`src/rtl/stack_pointer.sv`:
```
// ---------------------------------------------------------------------------
// stack_pointer
//   Registered stack pointer with one-cycle push/pop and saturating bounds.
//   SP counts up from BASE (empty) to BASE+DEPTH (full). A push at full or
//   a pop at empty is dropped, so SP never wraps outside that window.
//
// Ports
//   clock  in   rising-edge clock
//   reset  in   asynchronous reset, active low (forces SP to BASE at once)
//   newSP  in   [1:0] op: 00 hold, 01 push, 10 pop, 11 reserved (hold)
//   SP     out  [WIDTH-1:0] registered stack pointer
//   empty  out  SP == BASE
//   full   out  SP == BASE+DEPTH
// ---------------------------------------------------------------------------
module stack_pointer #(
    parameter int unsigned WIDTH = 32,
    parameter int unsigned DEPTH = 16,
    parameter int unsigned BASE  = 0
) (
    input  logic             clock,
    input  logic             reset,
    input  logic [1:0]       newSP,
    output logic [WIDTH-1:0] SP,
    output logic             empty,
    output logic             full
);

    localparam logic [1:0] OP_HOLD = 2'b00;
    localparam logic [1:0] OP_PUSH = 2'b01;
    localparam logic [1:0] OP_POP  = 2'b10;

    // Both bounds are fixed at elaboration; DEPTH >= 1 keeps them distinct.
    localparam logic [WIDTH-1:0] SP_EMPTY = WIDTH'(BASE);
    localparam logic [WIDTH-1:0] SP_FULL  = WIDTH'(BASE + DEPTH);

    logic [WIDTH-1:0] sp_q;
    logic [WIDTH-1:0] sp_d;
    logic             empty_w;
    logic             full_w;

    // Flags decode straight from the register so they always match SP.
    assign empty_w = (sp_q == SP_EMPTY);
    assign full_w  = (sp_q == SP_FULL);

    always_comb begin
        sp_d = sp_q;
        unique case (newSP)
            OP_PUSH: if (!full_w)  sp_d = sp_q + WIDTH'(1);
            OP_POP:  if (!empty_w) sp_d = sp_q - WIDTH'(1);
            OP_HOLD: sp_d = sp_q;
            default: sp_d = sp_q; // reserved code holds
        endcase
    end

    always_ff @(posedge clock or negedge reset) begin
        if (!reset) sp_q <= SP_EMPTY;
        else        sp_q <= sp_d;
    end

    assign SP    = sp_q;
    assign empty = empty_w;
    assign full  = full_w;

endmodule

```
`config.mk`:
```
export PLATFORM = sky130hd
export DESIGN_NAME = stack_pointer
export DESIGN_NICKNAME = d
export VERILOG_FILES = /design/src/rtl/stack_pointer.sv
export SDC_FILE = /design/constraint.sdc
export NUM_CORES = 1
export LEC_CHECK = 0
export CAP_MARGIN = 20
export CORE_ASPECT_RATIO = 0.75
export CORE_UTILIZATION = 45
export CTS_BUF_LIST = sky130_fd_sc_hd__clkbuf_8
export DETAILED_ROUTE_END_ITERATION = 10
export GPL_ROUTABILITY_DRIVEN = 0
export GPL_TIMING_DRIVEN = 0
export PLACE_DENSITY = 0.67
export SETUP_SLACK_MARGIN = 0.3
export SLEW_MARGIN = 0
export SYNTH_ARGS = -nofsm -noshare
export SYNTH_HDL_FRONTEND = slang
export SYNTH_SLANG_ARGS = --single-unit
```
`constraint.sdc`:
```
create_clock -name clock -period 6 [get_ports clock]
set_clock_uncertainty 0.1 [all_clocks]
set_input_delay 1.2 -clock clock [delete_from_list [all_inputs] [get_ports clock]]
set_output_delay 1.2 -clock clock [all_outputs]
set_load 0.01 [all_outputs]
```
==> impl_metrics.csv, run 1 <==
group,metric,value,unit
clock_tree,cts_buffers,5,
global_route,grt_pass1_wl,14.6,mm
global_route,grt_overflow_total,0,
timing,relSlewSlack,0.419,
finish,n_antenna_cell,0,
timing,timing.final.crit_share,0.932,
synth,synthTopCellsByArea,"dfrtp_1 (29%), xnor2_1 (7.2%), nand2_1 (7.0%), nor2_1 (6.2%), nand3_1 (4.3%)",
outcome,outcome,"finished, final reports clean",
timing,drv_slew,0,
hold_path,min_path_cells,1,
worst_setup_path,rrSetupSlack,2830,ps
clock_tree,path_clk_slew,70,ps
worst_setup_path,cp_data_required_time,6130,ps
power,p_leak,1.24,nW
clock_tree,clock-sinks,32,
timing,rsz0062_at_grt,"false",
job,drv_cap,0,
hold_path,min_to,"SP[30]$_DFFE_PN0P_",
synth,yosysTopAreaCellShare,0.286,
global_route,grt_util_all_layers,0.288,
route,drt_iter0_drc,378,
worst_setup_path,critical-path-top-cell-by-count,"buf_1",
timing,final.min_clock_period,5590,ps
route,vias,3128,
route,drtPass1Iterations,7,
timing,worst_slew_pin_slew,872,ps
timing,fmax,0.179,GHz
synth,yosysWarnings,0,
clock_tree,cts-hold-fix-buffers,0,
finish,multiInputGateArea,0.00188,mm^2
synth,synth-seq-cells,32,
hold_path,min_from,"SP[30]$_DFFE_PN0P_",
worst_setup_path,cp_slowest_cell,"clkdlybuf4s50_1",
clock_tree,clock_latency,300,ps
floorplan,rows,24,
worst_setup_path,slowest_delay,560,ps
finish,fillers,580,
worst_setup_path,crit_path_start_kind,"input pin",
synth,yosysSeqAreaShare,0.286,
worst_setup_path,path_class,"in -> reg",
floorplan,die_w,93.1,um
clock_tree,cts_setup_buffers,0,
clock_tree,htree_levels,2,
route,post_drt_via_cell_ratio,6.28,
floorplan,dieArea,0.00655,mm^2
timing,setup_tns,0,ps
hold_path,holdCritPathClass,"reg -> reg",
finish,largest_register_ffs,32,
placement,dp_slack,324,ps
synth,async_reset_ff_frac,1.00,
synth,synth_edf_count,0,
synth,synth_area_per_cell,7.47,um^2
worst_setup_path,reg2reg_to,"SP[24]$_DFFE_PN0P_",
timing,hold_ws,420,ps
synth,synth-main-ff-cell,"dfrtp_1",
clock_tree,cts_resized,0,
power,powerDensity,419,mW/mm^2
placement,hpwl,6.68,mm
finish,area_growth,19.7,%
timing,fin_ws,409,ps
worst_setup_path,cp_cell_sequence,"clkdlybuf4s50_1 -> nand2b_1 -> clkbuf_1 -> buf_1 -> buf_1 -> xnor2_1 -> ha_1 -> nor2_1 -> a41oi_1 -> o21bai_1 -> a211oi_1 -> or4_1 -> a21oi_1 -> xor2_1",
clock_tree,cts_root_buf,"clkbuf_8",
route,post_drt_wl_per_cell,18.1,um
clock_tree,cts_buffer_depth,2,
timing,hold_violations,0,
worst_setup_path,end_kind,"flop",
synth,synth.distinct_cells,55,
worst_setup_path,cp_max_fo,10,
worst_setup_path,worstPathArrival,5720,ps
finish,seq_area,801,um^2
finish,final_common_cell,"nand2_1",
synth,syn_inst,375,
synth,synth_nets,380,
power,max-vdd-ir-drop,0.000197,V
finish,layout_common_cells,"nand2_1 (52), nor2_1 (46), clkdlybuf4s50_1 (36)",
floorplan,coreArea,0.00592,mm^2
finish,drive_gt1_frac,0.0571,
power,finalPower,0.00141,W
route,final_antenna_net_count,0,
floorplan,die_h,70.3,um
global_route,grt_pass1_vias,2841,
synth,synth_area,0.00280,mm^2
global_route,grt_start_max_net_pins,33,
floorplan,start_util,0.474,
clock_tree,cts_tree,"done",
worst_setup_path,worst-r2r-cell-count,8,
route,drcViolationCount,0,
finish,nNetsFinal,424,
placement,port_buffers,37,
route,wl,9.02,mm
worst_setup_path,reg2reg_from,"SP[25]$_DFFE_PN0P_",
global_route,antenna_found_initial,0,
timing,finalSetupViolCount,0,
synth,yosys.area.top_type,"dfrtp_1",
floorplan,io_pins,38,
through the flow:
stage,util,area [um^2],std cells
final,0.567,3350,498
after detailed placement,0.552,3260,490
after global routing,0.567,3350,498
after global placement,0.553,3270,490
after CTS,0.567,3350,498
after floorplan,-,2800,375
per-layer routing:
layer / GRT usage / share of wire / vias to the layer above
li1: - / - / 1448
met1: 0.430 / 0.46 / 1429
met2: 0.405 / 0.39 / 216
met3: 0.0664 / 0.12 / 35
met4: 0.0872 / 0.031 / 0
met5: 0 / 0 / -
cells by family after synthesis:
| kind of cell | after synthesis | synth area share |
|---|---|---|
| buf+inv | 29 | 0.0420 |
| fa+ha+maj | 1 | 0.00447 |
| flops | 32 | 0.286 |
| compound gates | 71 | 0.165 |
| xor+xnor | 33 | 0.103 |
| mux | 9 | 0.0326 |
| simple gates | 200 | 0.367 |
area by class of cell:
class / instances / share of cell area
Clock buffer: 6 / 0.0246
Tap cell: 78 / 0.0291
Inverter: 2 / 0.00224
Clock inverter: 2 / 0.00224
Sequential cell: 32 / 0.239
Buffer: 27 / 0.0328
Timing Repair Buffer: 37 / 0.109
Multi-Input combinational cell: 314 / 0.561
worst max path at each step:
stage	from	endpoint	cells after the start
after global routing	newSP[0]	SP[16]$_DFFE_PN0P_	14
final	newSP[0]	SP[24]$_DFFE_PN0P_	14
after global placement	newSP[0]	SP[24]$_DFFE_PN0P_	14
after floorplan	newSP[0]	SP[30]$_DFFE_PN0P_	13
after detailed placement	newSP[0]	SP[24]$_DFFE_PN0P_	14
after CTS	newSP[0]	SP[24]$_DFFE_PN0P_	14
worst max-delay path: cells and delay by family:
kind                     cells  cell delay (ps)
AO/OA/AOI/OAI                4             1010
XOR/XNOR                     2              300
adder cells (fa/ha/maj)      1              240
buffers and inverters        4             1990
AND/OR/NAND/NOR              3              950
Yosys cell counts (3+ instances only):
cell type / instances
buf_2: 4
xor2_1: 10
nand2_1: 52
a31oi_1: 6
nand2b_1: 5
or4_1: 7
or2_2: 4
clkbuf_1: 18
or3_1: 5
a21oi_1: 20
nor2_1: 46
dfrtp_1: 32
a22oi_1: 3
and2_1: 5
mux2i_1: 8
nand3_1: 24
a211oi_1: 3
nor3_1: 13
buf_1: 4
nor4b_1: 4
xnor2_1: 23
and3_1: 8
nand4_1: 5
nor4_1: 9
o22ai_1: 4
o21ai_0: 14
report_power, final:
| group | switching [W] | internal [W] | leakage (nW) |
|---|---|---|---|
| logic | 0.000464 | 0.000346 | 0.789 |
| clock network | 0.0000873 | 0.0000902 | 0.0538 |
| registers | 0.000114 | 0.000304 | 0.401 |
No activity file was read; power rests on OpenSTA's default activity.
==> run 2, diff against run 1 <==
--- a/config.mk
+++ b/config.mk
@@ -12,6 +12,7 @@
 export DETAILED_ROUTE_END_ITERATION = 10
 export GPL_ROUTABILITY_DRIVEN = 0
 export GPL_TIMING_DRIVEN = 0
+export HOLD_SLACK_MARGIN = 0.05
 export PLACE_DENSITY = 0.67
 export SETUP_SLACK_MARGIN = 0.3
 export SLEW_MARGIN = 0
==> results of run 2 <==
No change in the layout: final DEF, timing and power equal those of run 1.
